[src/rtl/sync_fifo.sv]
// Single-clock FIFO with registered status flags, fill count, sticky error flags
// and a selectable standard (1-cycle latency) or first-word-fall-through read port.
module sync_fifo #(
    parameter int DATA_WIDTH = 8,
    parameter int FIFO_DEPTH = 16,
    parameter int ADDR_WIDTH = 4,
    parameter int AF_LEVEL   = 14,
    parameter int AE_LEVEL   = 2,
    parameter bit FWFT       = 1'b0
) (
    input  logic                  CLK,
    input  logic                  RST,
    input  logic                  WR_EN,
    input  logic [DATA_WIDTH-1:0] WR_DATA,
    input  logic                  RD_EN,
    output logic [DATA_WIDTH-1:0] RD_DATA,
    output logic                  RD_VALID,
    output logic                  FULL,
    output logic                  EMPTY,
    output logic                  ALMOST_FULL,
    output logic                  ALMOST_EMPTY,
    output logic [ADDR_WIDTH:0]   COUNT,
    output logic                  OVERFLOW,
    output logic                  UNDERFLOW,
    input  logic                  CLR_ERR
);

    localparam int                PW      = ADDR_WIDTH + 1;
    localparam logic [ADDR_WIDTH:0] PTR_ONE = PW'(1);
    localparam logic [ADDR_WIDTH:0] AF_THR  = PW'(AF_LEVEL);
    localparam logic [ADDR_WIDTH:0] AE_THR  = PW'(AE_LEVEL);

    logic [DATA_WIDTH-1:0] mem_q [FIFO_DEPTH];

    logic [ADDR_WIDTH:0]   wr_ptr_q, wr_ptr_d;
    logic [ADDR_WIDTH:0]   rd_ptr_q, rd_ptr_d;
    logic [ADDR_WIDTH:0]   count_q, count_d;
    logic                  full_q, full_d;
    logic                  empty_q, empty_d;
    logic                  af_q, af_d;
    logic                  ae_q, ae_d;
    logic                  ovf_q, ovf_d;
    logic                  udf_q, udf_d;
    logic [DATA_WIDTH-1:0] rd_data_q, rd_data_d;
    logic                  rd_valid_q, rd_valid_d;
    logic                  wr_acc, rd_acc;

    always_comb begin
        wr_acc   = WR_EN && !full_q;
        rd_acc   = RD_EN && !empty_q;
        wr_ptr_d = wr_acc ? wr_ptr_q + PTR_ONE : wr_ptr_q;
        rd_ptr_d = rd_acc ? rd_ptr_q + PTR_ONE : rd_ptr_q;

        // Status is derived from the post-edge pointers so every flag lines up with COUNT.
        count_d = wr_ptr_d - rd_ptr_d;
        empty_d = (wr_ptr_d == rd_ptr_d);
        full_d  = (wr_ptr_d[ADDR_WIDTH] != rd_ptr_d[ADDR_WIDTH]) &&
                  (wr_ptr_d[ADDR_WIDTH-1:0] == rd_ptr_d[ADDR_WIDTH-1:0]);
        af_d    = (count_d >= AF_THR);
        ae_d    = (count_d <= AE_THR);

        ovf_d = (WR_EN && full_q)  || (ovf_q && !CLR_ERR);
        udf_d = (RD_EN && empty_q) || (udf_q && !CLR_ERR);

        rd_data_d  = rd_data_q;
        rd_valid_d = 1'b0;
        if (FWFT) begin
            // The new head bypasses memory when it is the word being written this cycle.
            if (wr_acc && (empty_q || (rd_acc && (rd_ptr_d == wr_ptr_q)))) begin
                rd_data_d = WR_DATA;
            end else if (rd_acc) begin
                rd_data_d = mem_q[rd_ptr_d[ADDR_WIDTH-1:0]];
            end
        end else begin
            rd_valid_d = rd_acc;
            if (rd_acc) begin
                rd_data_d = mem_q[rd_ptr_q[ADDR_WIDTH-1:0]];
            end
        end
    end

    always_ff @(posedge CLK) begin
        if (wr_acc) begin
            mem_q[wr_ptr_q[ADDR_WIDTH-1:0]] <= WR_DATA;
        end
    end

    always_ff @(posedge CLK) begin
        if (!RST) begin
            wr_ptr_q   <= '0;
            rd_ptr_q   <= '0;
            count_q    <= '0;
            full_q     <= 1'b0;
            empty_q    <= 1'b1;
            af_q       <= 1'b0;
            ae_q       <= 1'b1;
            ovf_q      <= 1'b0;
            udf_q      <= 1'b0;
            rd_data_q  <= '0;
            rd_valid_q <= 1'b0;
        end else begin
            wr_ptr_q   <= wr_ptr_d;
            rd_ptr_q   <= rd_ptr_d;
            count_q    <= count_d;
            full_q     <= full_d;
            empty_q    <= empty_d;
            af_q       <= af_d;
            ae_q       <= ae_d;
            ovf_q      <= ovf_d;
            udf_q      <= udf_d;
            rd_data_q  <= rd_data_d;
            rd_valid_q <= rd_valid_d;
        end
    end

    assign RD_DATA      = rd_data_q;
    assign RD_VALID     = FWFT ? !empty_q : rd_valid_q;
    assign FULL         = full_q;
    assign EMPTY        = empty_q;
    assign ALMOST_FULL  = af_q;
    assign ALMOST_EMPTY = ae_q;
    assign COUNT        = count_q;
    assign OVERFLOW     = ovf_q;
    assign UNDERFLOW    = udf_q;

endmodule

[config.mk]
export PLATFORM = sky130hd
export DESIGN_NAME = sync_fifo
export DESIGN_NICKNAME = d
export VERILOG_FILES = /design/src/rtl/sync_fifo.sv
export SDC_FILE = /design/constraint.sdc
export NUM_CORES = 1
export LEC_CHECK = 0
export CORE_MARGIN = 2
export CORE_UTILIZATION = 62
export CTS_BUF_LIST = sky130_fd_sc_hd__clkbuf_8
export CTS_CLUSTER_SIZE = 40
export DETAILED_ROUTE_END_ITERATION = 12
export GPL_ROUTABILITY_DRIVEN = 0
export PLACE_DENSITY = 0.82
export SYNTH_ARGS = -nofsm -noshare
export SYNTH_HDL_FRONTEND = slang
export SYNTH_SLANG_ARGS = --single-unit
[constraint.sdc]
create_clock -name CLK -period 3.6 [get_ports CLK]
set_input_delay 0.72 -clock CLK [delete_from_list [all_inputs] [get_ports CLK]]
set_output_delay 0.72 -clock CLK [all_outputs]
set_load 0.01 [all_outputs]
==> flow_metrics.py <==
metrics = {
    "cells_and_area": {
        "final_core_util_pct": 72.7,
        "area_growth_pct": 13.1,
        "antenna_cells": 0,
        "layout-drive-gt1-share_pct": 24.0,
        "n_fill_cell": 631,
        "nets": 396,
    },
    "drt": {
        "drt-pass1-iter-count": 5,
        "vias": 3056,
        "drt_iter0_markers": 274,
        "dr_wl_met2_um": 5740,
        "wl_um": 11500,
        "wl_met1_um": 4900,
        "viasPerCell": 5.87,
        "highest_layer": "met4",
        "met3_length_um": 712,
        "ant_nets": 0,
        "routedWlPerCell_um": 22.1,
        "drc_errors": 0,
    },
    "critical_path": {
        "reg2reg_depth": 10,
        "start_kind": "input pin",
        "crit_required_ps": 3940,
        "path_class": "input pin to flip-flop",
        "end_kind": "flip-flop",
        "path_max_fanout": 3,
        "arrival_ps": 3550,
    },
    "timing": {
        "setup_slack_ps": 388,
        "fin_crit_sh_pct": 89.2,
        "finalSetupViolations": 0,
        "holdWs_ps": 465,
        "rsz0062_at_grt": "false",
        "hold_violations": 0,
        "max_freq_mhz": 311,
        "skew_ps": 14.9,
        "worst_slew_pin_slew_ps": 689,
        "slew-limit-headroom_pct": 54.0,
        "min_period_ps": 3210,
        "drv_slew": 0,
    },
    "cts": {
        "cts_made_buffers": 17,
        "cts_root_buffer": "clkbuf_8",
        "cts_resized": 0,
        "htreeDepth": 4,
        "clk_path_buf_depth": 2,
        "cts_tree": "yes",
        "cts_num_sinks": 158,
        "insertion_delay_ps": 450,
        "clk_pin_slew_ps": 80,
        "post_cts_buffers": 0,
        "hold_buffers": 0,
    },
    "synth": {
        "synth_area_per_cell_um2": 19.0,
        "synth_warnings": 0,
        "synth_nets": 354,
        "yosysTopAreaCell": "edfxtp_1",
        "syn_area_um2": 6310,
        "ys_seq_elements": 158,
        "synthTopCellsByCount": "edfxtp_1, mux4_2, dfxtp_1, and2_1, nand2_1",
        "netlist.area_leader.share_pct": 60.9,
        "synthArstFlopShare_pct": 0,
        "synth_edf_count": 128,
        "yosysUniqueCellTypes": 40,
        "yosys-top-cells-area": "edfxtp_1, mux4_2, dfxtp_1",
        "synth_cells": 333,
        "synth.most_common_cell": "edfxtp_1",
        "yosysSeqAreaShare_pct": 70.4,
        "ys.flop_type": "edfxtp_1",
    },
    "global_route": {
        "grt_pass1_vias": 3085,
        "grt_max_degree": 34,
        "overflow": 0,
        "antenna_found_initial": 0,
        "grt_pass1_wl_um": 18000,
        "grtUsageTotal_pct": 22.9,
    },
    "pwr": {
        "p_switching_w": 0.000889,
        "power_density_nw_per_um2": 533,
        "p_sw_share_pct": 23.4,
        "seqPwrFrac_pct": 53.9,
        "p_int_w": 0.00292,
        "clkPwrFrac_pct": 33.3,
        "pwr-share-comb_pct": 12.8,
        "total_power_w": 0.00381,
        "leakage_nw": 2.34,
        "vdd_drop_max_v": 0.000318,
    },
    "die": {
        "rows": 36,
        "initial_core_util_pct": 64.3,
        "die-area_um2": 11000,
        "io_pins": 33,
        "core_area_um2": 9820,
        "die_y_um": 105,
        "die_w_um": 105,
    },
    "placement": {
        "dp_hpwl_um": 7540,
        "port-buffer-count": 32,
        "place_ws_ps": -20.8,
    },
    "worst_hold_path": {
        "worstHoldPathType": "flip-flop to flip-flop",
        "hold_depth": 2,
    },
    "status": {
        "status": "complete, no violations",
    },
    "flow_run": {
        "cap_viol_max_count": 0,
    },
}
layer usage:
layer | vias to the layer above | GRT usage (%)
met5 | - | 0
met4 | 0 | 6.38
met3 | 12 | 6.86
met2 | 107 | 35.8
met1 | 1564 | 32.0
li1 | 1373 | -
kinds of logic (layout without fill, tap and decap cells):
family,count (synthesis),count (layout),share of synthesized area (%)
AND/OR/NAND/NOR,69,69,6.12
XOR/XNOR,16,16,3.35
multiplexers,41,41,14.4
flip-flops,158,158,70.4
adder cells (fa/ha/maj),11,11,2.08
buffers and inverters,23,78,2.08
AO/OA/AOI/OAI,15,15,1.53
layout by cell type, fill, tap and decap left out, drive strengths merged, types with 9 or more instances in the layout:
master | synthesis | layout
edfxtp | 128 | 128
mux4 | 40 | 40
clkdlybuf4s50 | 0 | 32
dfxtp | 30 | 30
and2 | 22 | 22
clkbuf | 6 | 18
nand2 | 17 | 17
nor2 | 14 | 14
inv | 6 | 10
a21oi | 9 | 9
power by group through the flow:
stage | Combinational, W | Clock, W | Sequential, W
finish | 0.000486 | 0.00127 | 0.00205
global route | 0.000523 | 0.00135 | 0.00206
CTS | 0.000489 | 0.00128 | 0.00205
detailed placement | 0.000485 | 0 | 0.00209
global placement | 0.000474 | 0 | 0.00209
floorplan | 0.000305 | 0 | 0.00210
layout make-up:
| cell class | instances | area (um2) | share of cell area, % |
|---|---|---|---|
| tap | 133 | 166 | 2.33 |
| clock inverter | 14 | 143 | 2.00 |
| timing repair buffer | 40 | 380 | 5.33 |
| sequential | 158 | 4450 | 62.2 |
| clock buffer | 18 | 248 | 3.47 |
| multi-input combinational | 152 | 1740 | 24.3 |
| inverter | 6 | 22.5 | 0.315 |
flip-flops by register name (all words and copies together), names as in the netlist:
name / cells
ALMOST_EMPTY: 1
ALMOST_FULL: 1
COUNT: 5
EMPTY: 1
FULL: 1
OVERFLOW: 1
RD_DATA: 8
RD_VALID: 1
UNDERFLOW: 1
mem_q: 128
rd_ptr_q: 5
wr_ptr_q: 5
metrics by stage:
stage          instances  setup TNS, ps  cell area (um2)
6_report             521              0             7140
3_5_place_dp         489          -20.8             6750
3_3_place_gp         489              0             6750
5_1_grt              521              0             7140
2_1_floorplan        333              0             6310
4_1_cts              521              0             7140
final timing paths:
kind                           start                      end  slack, ps
max                            RD_EN  ALMOST_EMPTY$_SDFF_PN1_        390
min          RD_DATA[7]$_SDFFE_PN0N_  RD_DATA[7]$_SDFFE_PN0N_        460
max reg2reg   wr_ptr_q[0]$_SDFF_PN0_  ALMOST_EMPTY$_SDFF_PN1_        640
min reg2reg  RD_DATA[7]$_SDFFE_PN0N_  RD_DATA[7]$_SDFFE_PN0N_        460
worst max-delay path: stages:
cell             delay, ps
clkdlybuf4s50_1        480
or2b_1                 290
mux2i_1                290
xnor2_1                120
ha_1                   190
or2_2                  300
maj3_1                 370
maj3_2                 330
xnor2_2                160
o41ai_2                290
Note: power is estimated with default switching activity, not from simulation.
